File: config.mk
export PLATFORM = sky130hd
export DESIGN_NAME = noise_floor_cfar_ctrl
export DESIGN_NICKNAME = d
export VERILOG_FILES = /design/src/rtl/noise_floor_cfar_ctrl.sv
export SDC_FILE = /design/constraint.sdc
export NUM_CORES = 1
export LEC_CHECK = 0
export ABC_AREA = 1
export CAP_MARGIN = 20
export CORE_UTILIZATION = 47
export CTS_BUF_LIST = sky130_fd_sc_hd__clkbuf_4 sky130_fd_sc_hd__clkbuf_8 sky130_fd_sc_hd__clkbuf_16
export DETAILED_ROUTE_END_ITERATION = 7
export GPL_TIMING_DRIVEN = 0
export PLACE_DENSITY = 0.77
export RECOVER_POWER = 25
export SLEW_MARGIN = 20
export SYNTH_ARGS = -nofsm -noshare
export SYNTH_HDL_FRONTEND = slang
export SYNTH_SLANG_ARGS = --single-unit
File: constraint.sdc
create_clock -name clk -period 3.2 [get_ports clk]
set_input_delay 0.48 -clock clk [delete_from_list [all_inputs] [get_ports clk]]
set_output_delay 0.48 -clock clk [all_outputs]
set_load 0.05 [all_outputs]
File: src/rtl/noise_floor_cfar_ctrl.sv
// noise_floor_cfar_ctrl: frame sequencer for an external noise-floor power
// estimator. Each frame clears the estimator and trains it on the first N bins.
// It then compares every following bin's power metric against a scaled and
// offset copy of the estimator threshold, and flags the bins that exceed it.
module noise_floor_cfar_ctrl #(
  parameter int N       = 16,
  parameter int BINS    = 512,
  parameter int EST_LAT = 1,
  parameter int DATA_W  = 16,
  localparam int CNT_W  = $clog2(BINS)
) (
  input  logic              clk,
  input  logic              rst,
  input  logic              start,
  input  logic [1:0]        cfg_shift,
  input  logic [DATA_W-1:0] cfg_offset,
  input  logic              cfg_track,
  input  logic              s_valid,
  input  logic [DATA_W-1:0] s_data,
  input  logic              s_last,
  output logic              s_ready,
  output logic              est_clr,
  output logic              est_ce,
  output logic [DATA_W-1:0] est_d,
  input  logic [DATA_W-1:0] est_thr,
  output logic              m_valid,
  input  logic              m_ready,
  output logic              m_det,
  output logic [CNT_W-1:0]  m_index,
  output logic [DATA_W-1:0] m_metric,
  output logic              busy,
  output logic              frame_done,
  output logic              frame_err,
  output logic [CNT_W-1:0]  det_cnt
);

  localparam logic [2:0] S_IDLE   = 3'd0;
  localparam logic [2:0] S_CLR    = 3'd1;
  localparam logic [2:0] S_TRAIN  = 3'd2;
  localparam logic [2:0] S_ARM    = 3'd3;
  localparam logic [2:0] S_DETECT = 3'd4;
  localparam logic [2:0] S_DONE   = 3'd5;

  localparam int ARM_W = (EST_LAT > 1) ? $clog2(EST_LAT) : 1;
  localparam logic [DATA_W-1:0] P_BIAS = {1'b1, {(DATA_W-1){1'b0}}};

  // Power metric used by the estimator: most negative sample maps to 0,
  // most positive to 1, computed modulo 2^DATA_W.
  function automatic logic [DATA_W-1:0] metric_of(input logic signed [DATA_W-1:0] d);
    return P_BIAS - $unsigned(d);
  endfunction

  // Effective threshold: (thr << sh) + off, saturated to the metric range.
  // Four guard bits hold the full sum so the clamp never sees a wrapped value.
  function automatic logic [DATA_W-1:0] thr_sat(input logic [DATA_W-1:0] thr,
                                                input logic [1:0]        sh,
                                                input logic [DATA_W-1:0] off);
    logic [DATA_W+3:0] acc;
    acc = ({4'b0000, thr} << sh) + {4'b0000, off};
    if (acc[DATA_W+3:DATA_W] != 4'b0000) return {DATA_W{1'b1}};
    return acc[DATA_W-1:0];
  endfunction

  logic [2:0]              state_q, state_d;
  logic [CNT_W-1:0]        idx_q, idx_d;
  logic [ARM_W-1:0]        arm_q, arm_d;
  logic                    err_q, err_d;
  logic [1:0]              shift_q;
  logic [DATA_W-1:0]       offset_q;
  logic                    track_q;
  logic [CNT_W-1:0]        det_cnt_q;
  logic                    m_valid_q;
  logic                    m_det_q;
  logic [CNT_W-1:0]        m_index_q;
  logic [DATA_W-1:0]       m_metric_q;
  logic                    est_ce_q;
  logic [DATA_W-1:0]       est_d_q;

  logic signed [DATA_W-1:0] s_data_s;
  logic [DATA_W-1:0]        p_now;
  logic [DATA_W-1:0]        thr_eff;
  logic                     det_now;
  logic                     in_train, in_detect;
  logic                     beat, out_acc, feed_est, start_acc;

  assign s_data_s  = s_data;
  assign p_now     = metric_of(s_data_s);
  assign thr_eff   = thr_sat(est_thr, shift_q, offset_q);
  assign det_now   = p_now > thr_eff;

  assign in_train  = (state_q == S_TRAIN);
  assign in_detect = (state_q == S_DETECT);
  assign s_ready   = in_train | (in_detect & (~m_valid_q | m_ready));
  assign beat      = s_valid & s_ready;
  assign out_acc   = m_valid_q & m_ready;
  assign feed_est  = beat & (in_train | (in_detect & track_q));
  assign start_acc = (state_q == S_IDLE) & start;

  assign est_clr    = (state_q == S_CLR);
  assign est_ce     = est_ce_q;
  assign est_d      = est_d_q;
  assign m_valid    = m_valid_q;
  assign m_det      = m_det_q;
  assign m_index    = m_index_q;
  assign m_metric   = m_metric_q;
  assign busy       = (state_q != S_IDLE);
  assign frame_done = (state_q == S_DONE) & ~m_valid_q;
  assign frame_err  = frame_done & err_q;
  assign det_cnt    = det_cnt_q;

  // Frame sequencing: next state, bin index, arm delay and error flag.
  always_comb begin
    state_d = state_q;
    idx_d   = idx_q;
    arm_d   = arm_q;
    err_d   = err_q;
    case (state_q)
      S_IDLE: begin
        if (start) begin
          state_d = S_CLR;
          idx_d   = '0;
          err_d   = 1'b0;
        end
      end
      S_CLR: state_d = S_TRAIN;
      S_TRAIN: begin
        if (beat) begin
          idx_d = idx_q + 1'b1;
          if (s_last) begin
            state_d = S_DONE;
            err_d   = 1'b1;
          end else if (idx_q == CNT_W'(N - 1)) begin
            state_d = S_ARM;
            arm_d   = '0;
          end
        end
      end
      S_ARM: begin
        if (arm_q == ARM_W'(EST_LAT - 1)) state_d = S_DETECT;
        else                              arm_d   = arm_q + 1'b1;
      end
      S_DETECT: begin
        if (beat) begin
          idx_d = idx_q + 1'b1;
          if (s_last) begin
            state_d = S_DONE;
          end else if (idx_q == CNT_W'(BINS - 1)) begin
            state_d = S_DONE;
            err_d   = 1'b1;
          end
        end
      end
      S_DONE: begin
        if (!m_valid_q) state_d = S_IDLE;
      end
      default: state_d = S_IDLE;
    endcase
  end

  // Control registers: FSM, per-frame configuration and detection counter.
  always_ff @(posedge clk) begin
    if (rst) begin
      state_q   <= S_IDLE;
      idx_q     <= '0;
      arm_q     <= '0;
      err_q     <= 1'b0;
      shift_q   <= '0;
      offset_q  <= '0;
      track_q   <= 1'b0;
      det_cnt_q <= '0;
    end else begin
      state_q <= state_d;
      idx_q   <= idx_d;
      arm_q   <= arm_d;
      err_q   <= err_d;
      if (start_acc) begin
        shift_q   <= cfg_shift;
        offset_q  <= cfg_offset;
        track_q   <= cfg_track;
        det_cnt_q <= '0;
      end else if (out_acc && m_det_q && (det_cnt_q != {CNT_W{1'b1}})) begin
        det_cnt_q <= det_cnt_q + 1'b1;
      end
    end
  end

  // Estimator feed: registered sample plus step enable one cycle after the beat.
  always_ff @(posedge clk) begin
    if (rst) begin
      est_ce_q <= 1'b0;
      est_d_q  <= '0;
    end else begin
      est_ce_q <= feed_est;
      if (feed_est) est_d_q <= s_data;
    end
  end

  // Single result register: loads on a detect beat, holds while stalled.
  always_ff @(posedge clk) begin
    if (rst) begin
      m_valid_q  <= 1'b0;
      m_det_q    <= 1'b0;
      m_index_q  <= '0;
      m_metric_q <= '0;
    end else if (beat && in_detect) begin
      m_valid_q  <= 1'b1;
      m_det_q    <= det_now;
      m_index_q  <= idx_q;
      m_metric_q <= p_now;
    end else if (m_ready) begin
      m_valid_q  <= 1'b0;
    end
  end

endmodule
==> results.py <==
metrics = {
    "status": {
        "status": "complete, but fails checks",
        "failed_checks": "setup timing",
    },
    "yosys": {
        "synth_area_leaders": "dfxtp_1 (31%), nand2_1 (10%), a21oi_1 (8.7%)",
        "syn_area_mm2": 0.00553,
        "synth.top_cell.area_share_pct": 30.8,
        "yosys_warnings": 0,
        "synth_cells": 814,
        "syn_avg_cell_area_um2": 6.79,
        "ys_types": 38,
        "ys_ff_latch": 85,
        "ys_seq_area_share_pct": 30.8,
        "synth_edf_count": 0,
        "synth_ff_type": "dfxtp_1",
        "synth_fp_nets": 909,
        "ys_async_sr_fraction_pct": 0,
        "synth_area_leader_cell": "dfxtp_1",
    },
    "sta": {
        "fin_tns_setup_ns": -0.486,
        "fmax_mhz": 271,
        "setup_viol": 1,
        "period_needed_ns": 3.69,
        "tightest_slew_ns": 0.617,
        "fin_worst_skew_ns": 0.00787,
        "fin_crit_sh_pct": 115,
        "hold_viol": 0,
        "layout_setup_ws_ns": -0.486,
        "final-max-slew-violation-count": 0,
        "hold_ws_ns": 0.445,
        "slew-limit-headroom_pct": 58.7,
        "rsz0062_at_grt": "yes",
    },
    "die": {
        "design.core.area_mm2": 0.0114,
        "die_width_um": 110,
        "fp.dieH_um": 110,
        "num_rows": 39,
        "start_util_pct": 48.4,
        "die-area_mm2": 0.0122,
        "io-pin-count": 115,
    },
    "cts": {
        "h-tree-depth": 3,
        "clkTransAtPathRegs_ns": 0.07,
        "cts_root_buf": "clkbuf_16",
        "clock_latency_ns": 0.34,
        "cts_buffers": 9,
        "cts.sinks": 85,
        "clockBufferDepth": 2,
        "cts_tree": "done",
    },
    "power": {
        "power.leakage_nw": 3.32,
        "ir_drop_mv": 0.572,
        "powerDensity_mw_per_mm2": 820,
    },
    "flow_run": {
        "drv_cap": 0,
    },
    "place": {
        "routabilityCongestion": 0.893,
        "placed_cells": 1070,
        "portBuffers": 113,
        "dpl_worst_slack_ns": -0.823,
        "dp_hpwl_um": 11400,
        "placed_area_mm2": 0.00686,
    },
    "global_routing": {
        "grt_overflow": 0,
        "grt_max_degree": 15,
        "grt_usage_pct": 25.6,
        "grt_pass1_vias": 5459,
        "antenna_found_initial": 0,
        "grt_first_pass_wirelength_um": 25400,
    },
    "critical_path": {
        "r2r_slack_ns": -0.49,
        "worstSetupStartpointType": "flip-flop",
        "crit_path_top_delay_cell": "dfxtp_4",
        "worst-path-max-fanout": 7,
        "crit_family": "simple AND/OR/NAND/NOR gates",
        "slowest_delay_ns": 0.36,
        "path_class": "flip-flop to flip-flop",
        "crit_required_ns": 3.47,
        "critPathBufInv": 6,
        "crit_arrival_ns": 3.95,
        "end_kind": "flip-flop",
    },
    "final_layout": {
        "nFillCells": 965,
        "drive_gt1_share_pct": 12.6,
        "final_cells": 1111,
        "antennaDiodeCount": 0,
        "nets": 1059,
        "fin_area_mm2": 0.00775,
        "area_growth_pct": 40.2,
    },
    "worst_hold_path": {
        "hp-class": "flip-flop to flip-flop",
    },
    "detailed_routing": {
        "antenna_left": 0,
        "wl_per_cell_um": 14.4,
        "drt_first_pass_iters": 7,
        "routed_via_density": 5.29,
        "finalWirelength_um": 16000,
        "vias": 5877,
        "remaining_drc_errors": 0,
        "initialDrtViolationCount": 498,
    },
}
[synthesized netlist by cell type, types with 2 or more instances]
master    instances
nand3_1          43
nor3_1           12
nor2_4            2
inv_1           117
mux2i_1          20
clkbuf_1         16
buf_2             6
nor2_1           63
ha_1             37
nand4_1          15
buf_6             2
nand3b_1          3
o21ai_0          74
a21oi_1          96
xnor2_1           7
nor3b_1           2
nand2_1         153
o21ai_1           2
xor2_1           18
nand3_2           2
dfxtp_1          85
nor2_2           16
o31ai_1           2
inv_2             2
nand2_4           2
or2_2             2
nand2_2           2
nor4_1            3
[routing by layer]
layer,share of wire [%],track usage (%),vias to the layer above
li1,-,-,2974
met1,43,31.7,2650
met2,48,44.0,207
met3,5.3,4.99,46
met4,3.0,9.07,0
met5,0,0,-
[tightest hold or removal path, delay by kind of cell, from the launching register on]
| kind | cells | cell delay (ns) |
|---|---|---|
| AOI/OAI and AO/OA | 1 | 0.05 |
| buffers and inverters | 1 | 0.04 |
| DFF | 1 | 0.31 |
[area by class of cell]
type | count | area, um^2 | area share (%)
sequential | 85 | 1710 | 22.0
multi-input combinational | 584 | 3520 | 45.4
timing repair buffer | 139 | 1410 | 18.2
tap | 143 | 179 | 2.31
clock inverter | 5 | 108 | 1.39
clock buffer | 10 | 233 | 3.00
buffer | 25 | 148 | 1.90
inverter | 120 | 453 | 5.84
[layout by cell type, fill, tap and decap left out, types with 3 or more instances in the layout]
cell type        synthesis  routed
nand3_2                  2       5
mux2i_2                  0       5
nor4_1                   3       3
bufinv_16                0       3
ha_1                    37      30
xor2_1                  18      18
nor2_1                  63      58
nand3b_1                 3       3
a21oi_1                 96      93
nand3_1                 43      40
mux2i_4                  0       5
nand4_1                 15      15
nand2_2                  2      12
inv_1                  117     118
clkbuf_1                16      18
clkbuf_16                0      10
nor2_2                  16      17
buf_4                    0      22
o21ai_0                 74      69
ha_4                     0       5
a21oi_2                  1       4
nand2_1                153     143
dfxtp_1                 85      84
xnor2_1                  7       7
nor3_1                  12       9
o21ai_1                  2       6
clkdlybuf4s50_1          0     112
nor2_4                   2       6
mux2i_1                 20      10
[path summary, 6_finish.rpt]
path	end	start	cells past startpoint
setup / recovery	m_det$_SDFFE_PP0P_	shift_q[0]$_SDFFE_PP0P_	26
hold / removal	est_d[8]$_SDFFE_PP0P_	est_d[8]$_SDFFE_PP0P_	2
setup reg to reg	m_det$_SDFFE_PP0P_	shift_q[0]$_SDFFE_PP0P_	26
hold reg to reg	est_d[8]$_SDFFE_PP0P_	est_d[8]$_SDFFE_PP0P_	2
[flip-flops by register name, indices dropped and copies added (netlist names)]
| name | cells |
|---|---|
| track_q | 1 |
| m_valid | 1 |
| idx_q | 9 |
| err_q | 1 |
| est_ce | 1 |
| m_det | 1 |
| m_index | 9 |
| offset_q | 16 |
| shift_q | 2 |
| m_metric | 16 |
| state_q | 3 |
| det_cnt | 9 |
| est_d | 16 |
[through the flow]
stage | util [%] | total power [mW]
global placement | 60.1 | 4.23
floorplan | - | 3.55
detailed placement | 60.1 | 4.27
finish | 67.9 | 6.35
global route | 67.9 | 6.77
CTS | 66.3 | 6.04
[cell families (layout without fill, tap and decap cells)]
logic type	Yosys count	count (layout)	share of synthesized area, %
AND/OR/NAND/NOR	321	321	25.9
AO/OA/AOI/OAI	180	180	16.7
buffers and inverters	145	299	10.3
flip-flops	85	85	30.8
adder cells (fa/ha/maj)	38	38	8.73
XOR/XNOR	25	25	3.96
multiplexers	20	20	3.62
[what timing repair did]
action                     CTS  global route
hold buffers                 0             0
setup endpoints to repair    1             1
gates resized for setup     32            42
pin swaps                   30            20
cloned                       3             0
buffers inserted            19             4
[power breakdown]
| group | leakage (nW) | switching, mW | total (mW) | internal [mW] |
|---|---|---|---|---|
| clock | 0.167 | 0.452 | 1.22 | 0.772 |
| sequential | 0.691 | 0.106 | 1.30 | 1.20 |
| combinational | 2.46 | 2.23 | 3.83 | 1.60 |
| total | 3.32 | 2.79 | 6.35 | 3.57 |
(Power assumes the default switching activity.)
